**src/rtl/guest_parking_entry.sv**
```systemverilog
// Guest-parking entry controller: owns the slot occupancy bitmap, grants the
// lowest free slot per entry request, drives the entry gate and absorbs exit releases.
module guest_parking_entry #(
  parameter  int N_SLOTS     = 20,
  parameter  int GATE_CYCLES = 8,
  localparam int IW          = $clog2(N_SLOTS),
  localparam int CW          = $clog2(N_SLOTS) + 1
) (
  input  logic          clk,
  input  logic          rst_n,
  input  logic          entry_req,
  output logic          entry_ack,
  output logic          entry_ok,
  output logic [IW-1:0] entry_slot,
  output logic          gate_open,
  input  logic          exit_valid,
  input  logic [IW-1:0] exit_slot,
  output logic          exit_err,
  output logic [CW-1:0] avail_slots,
  output logic          full
);

  localparam int PW = 1 << IW;
  localparam int GW = $clog2(GATE_CYCLES + 1);

  typedef enum logic [1:0] {IDLE, ALLOC, GATE, WAIT_DROP} state_t;

  state_t          state, next_state;
  logic [N_SLOTS-1:0] occ;
  logic [PW-1:0]   occ_pad, occ_pad_next;
  logic [GW-1:0]   gate_cnt;
  logic [IW-1:0]   alloc_idx;
  logic            free_found;
  logic            grant;
  logic            rel_valid;
  logic [CW-1:0]   avail_next;

  // Padding the bitmap to the full index range keeps out-of-range release indices harmless.
  assign occ_pad   = PW'(occ);
  assign grant     = (state == ALLOC) && free_found;
  assign rel_valid = exit_valid && (int'(exit_slot) < N_SLOTS) && occ_pad[exit_slot];
  assign gate_open = (state == GATE);

  // Scanning downward leaves the lowest free index as the final winner.
  always_comb begin
    alloc_idx  = '0;
    free_found = 1'b0;
    for (int i = N_SLOTS - 1; i >= 0; i--) begin
      if (!occ[i]) begin
        alloc_idx  = IW'(i);
        free_found = 1'b1;
      end
    end
  end

  always_comb begin
    occ_pad_next = occ_pad;
    if (grant)     occ_pad_next[alloc_idx] = 1'b1;
    if (rel_valid) occ_pad_next[exit_slot] = 1'b0;
  end

  always_comb begin
    avail_next = avail_slots;
    if (grant && !rel_valid)      avail_next = avail_slots - CW'(1);
    else if (!grant && rel_valid) avail_next = avail_slots + CW'(1);
  end

  always_comb begin
    next_state = state;
    case (state)
      IDLE:      if (entry_req) next_state = ALLOC;
      ALLOC:     next_state = free_found ? GATE : WAIT_DROP;
      GATE:      if (gate_cnt == '0) next_state = WAIT_DROP;
      WAIT_DROP: if (!entry_req) next_state = IDLE;
      default:   next_state = IDLE;
    endcase
  end

  always_ff @(posedge clk or negedge rst_n) begin
    if (!rst_n) begin
      state       <= IDLE;
      occ         <= '0;
      gate_cnt    <= '0;
      avail_slots <= CW'(N_SLOTS);
      full        <= 1'b0;
      entry_ack   <= 1'b0;
      entry_ok    <= 1'b0;
      entry_slot  <= '0;
      exit_err    <= 1'b0;
    end else begin
      state       <= next_state;
      occ         <= occ_pad_next[N_SLOTS-1:0];
      avail_slots <= avail_next;
      full        <= (avail_next == '0);
      entry_ack   <= (state == ALLOC);
      exit_err    <= exit_valid && !rel_valid;
      if (state == ALLOC) begin
        entry_ok <= free_found;
        gate_cnt <= GW'(GATE_CYCLES - 1);
      end else if (state == GATE && gate_cnt != '0) begin
        gate_cnt <= gate_cnt - GW'(1);
      end
      if (grant) entry_slot <= alloc_idx;
    end
  end

endmodule
```
**config.mk**
```make
export PLATFORM = sky130hd
export DESIGN_NAME = guest_parking_entry
export DESIGN_NICKNAME = d
export VERILOG_FILES = /design/src/rtl/guest_parking_entry.sv
export SDC_FILE = /design/constraint.sdc
export NUM_CORES = 1
export LEC_CHECK = 0
export CAP_MARGIN = 20
export CORE_ASPECT_RATIO = 0.8
export CORE_MARGIN = 3
export CORE_UTILIZATION = 30
export DETAILED_ROUTE_END_ITERATION = 10
export GPL_ROUTABILITY_DRIVEN = 1
export GPL_TIMING_DRIVEN = 0
export SLEW_MARGIN = 10
export SYNTH_ARGS = -nofsm -noshare
export SYNTH_HDL_FRONTEND = slang
export SYNTH_SLANG_ARGS = --single-unit
export TNS_END_PERCENT = 5
```
**constraint.sdc**
```tcl
create_clock -name clk -period 2.8 [get_ports clk]
set_input_delay 0.42 -clock clk [delete_from_list [all_inputs] [get_ports clk]]
set_output_delay 0.42 -clock clk [all_outputs]
set_load 0.03 [all_outputs]
```
==> flow_summary_export.csv <==
group,metric,value,unit
power,leakage,1.180,nW
critical_path,start_kind,"input pin",
synth,synth_ff_type,"dfrtp_1",
sta,relSlewSlack,42.41,%
sta,period_minus_slack,2652,ps
detailed_routing,drc,0,
clock_tree,clk_pin_slew,80,ps
global_routing,grt.total_usage,13.49,%
placed_design,place_area,2800,um^2
run,cap_viol_max_count,0,
detailed_routing,drt_iter0_markers,216,
detailed_routing,routed-via-count,1993,
global_routing,antenna_found_initial,0,
global_routing,grt_pass1_wl,9818,um
detailed_routing,drt_first_pass_iters,4,
sta,clock_skew,10.82,ps
detailed_routing,wl_per_cell,15.52,um
synth,synth_warnings,0,
synth,synth_edf_count,0,
layout,final_nets,285,
die,ioPinCount,25,
clock_tree,cts.repair.resized,1,
clock_tree,clkLatencyLatePin,300,ps
placed_design,dp.cells,366,
synth,synth_fp_nets,255,
die,fp.dieW,106.7,um
layout,final_cells,374,
critical_path,end_kind,"register",
synth,syn_area_per_cell,10.23,um^2
global_routing,grt_pass1_vias,1829,
power,peakVddDrop,0.0003252,V
layout,finalInstanceArea,2907,um^2
critical_path,cp_data_arrival_time,2850,ps
synth,ys_seq_elements,41,
clock_tree,cts_tree,"done",
synth,synth_top_area_share,40.10,%
sta,worst_hold_slack,10.13,ps
detailed_routing,totalWireLength,5805,um
layout,drive_above_1_share,11.90,%
sta,hold_viol,0,
synth,yosysTopAreaCell,"dfrtp_1",
outcome,status,"finished, final reports clean",
die,die_area,9236,um^2
synth,synthTopCellsByCount,"dfrtp_1 (39), nand2_1 (21), inv_1 (15), o21ai_0 (15), nor2_1 (10)",
critical_path,cp_max_fo,7,
power,p_total,2.876,mW
power,cellPowerDensity,989.6,nW/um^2
critical_path,required,2990,ps
die,num_rows,28,
synth,ys_top_cells_by_area,"dfrtp_1 (40%), ha_1 (4.1%), nand2_1 (3.2%), o21ai_0 (3.1%), mux4_2 (2.8%)",
synth,synthCells,238,
die,core,7637,um^2
global_routing,grt_max_degree,30,
placed_design,post-place-ws,-322.4,ps
placed_design,globalplace.congestion,0.8711,
die,die_height,86.56,um
synth,ys_seq_area_share,42.26,%
sta,tightest_slew,859.9,ps
clock_tree,numCtsBuffers,5,
clock_tree,clock_sinks,41,
detailed_routing,antenna_left,0,
clock_tree,cts_hold_buf,0,
sta,rsz0062_at_grt,"no",
critical_path,path_class,"input pin to register",
layout,final_util,38.06,%
hold_path,hold_class,"input pin to async pin",
layout,antennaDiodeCount,0,
synth,synth.distinct_cells,59,
global_routing,gr-total-overflow,0,
clock_tree,clock_path_buffers,2,
sta,fmax,0.3771,GHz
detailed_routing,vias_per_cell,5.329,
sta,fin_ws,148.1,ps
clock_tree,cts_max_level,2,
placed_design,port-buffer-count,22,
synth,synthArstFlopShare,100.0,%
sta,tns,0,ps
clock_tree,cts_setup_buffers,0,
sta,finalCritPeriodShare,94.71,%
layout,syn2layout_area_growth,19.43,%
synth,syn_area,2434,um^2
placed_design,dp_hpwl,4438,um
sta,setup_viol,0,
synth,synth_most_common_cell,"dfrtp_1",
sta,drv_slew,0,
die,initial_utilization,31.86,%
clock_tree,ctsRootBufferMaster,"clkbuf_8",
[critical path: stages]
cell             delay, ps
clkdlybuf4s50_1        540
nor4bb_2               580
a22oi_4                110
and4b_1                200
buf_4                  150
a31oi_1                170
a221oi_2                90
or3_1                  410
nor4_2                 160
[layer usage]
metal / up-vias / GRT usage [%] / part of all wire (%)
met5: - / 0 / 0
met4: 0 / 4.065 / 1.5
met3: 8 / 3.127 / 6.8
met2: 61 / 19.20 / 43
met1: 955 / 20.31 / 49
li1: 969 / - / -
[layout make-up]
type                            instances  area (um^2)
Buffer                                  8        42.54
Sequential cell                        41         1028
Clock inverter                          2        10.01
Clock buffer                            6        72.57
Timing Repair Buffer                   23        235.2
Inverter                               15        56.30
Multi-Input combinational cell        174         1330
Tap cell                              105        131.4
Fill cell                             776         4731
[cell families after synthesis]
family | Yosys count | synth area share (%)
AOI/OAI and AO/OA | 65 | 19.64
buffers and inverters | 23 | 4.061
and+or+nand+nor | 86 | 21.23
xor gates and xnor gates | 7 | 2.519
adders and majority gates | 10 | 4.936
DFF | 41 | 42.26
muxes | 6 | 5.347
[flip-flops by register name, summed over array words and instances (netlist names)]
register     flops
occ             20
avail_slots      6
entry_slot       5
gate_cnt         4
state            2
entry_ack        1
entry_ok         1
exit_err         1
full             1
[path summary, 6_finish.rpt]
kind,start,endpoint,slack [ps],depth (start not counted)
setup / recovery,exit_slot[3],full$_DFF_PN0_,150,9
hold / removal,rst_n,occ[17]$_DFF_PN0_,10,1
setup reg to reg,occ[0]$_DFF_PN0_,full$_DFF_PN0_,240,9
hold reg to reg,entry_slot[1]$_DFFE_PN0N_,entry_slot[1]$_DFFE_PN0N_,490,2
max in group asynchronous,rst_n,avail_slots[4]$_DFF_PN1_,2280,2
min in group clk,entry_slot[1]$_DFFE_PN0N_,entry_slot[1]$_DFFE_PN0N_,490,2
[cell usage in the layout (no fill, tap or decap), types with 3 or more instances in the layout]
cell type        count
dfrtp_1             39
nand2_1             21
clkdlybuf4s50_1     21
inv_1               15
o21ai_0             15
nor2_1              10
a31oi_1              8
ha_1                 8
and3_1               7
nand3_1              7
a21oi_1              7
clkbuf_1             6
nand4_1              6
xnor2_1              6
nor2b_1              5
clkbuf_8             5
and2_1               4
a32o_1               4
a2bb2oi_1            4
mux4_2               3
and4b_1              3
and4_1               3
nor3_1               3
a211oi_1             3
o31ai_1              3
[power breakdown]
| part | internal (mW) | leakage (nW) | switching (mW) |
|---|---|---|---|
| logic | 0.600 | 0.661 | 0.890 |
| registers | 0.801 | 0.474 | 0.206 |
| clock network | 0.173 | 0.0450 | 0.207 |
| total | 1.57 | 1.18 | 1.30 |
Power figures use the tool's default switching activity.
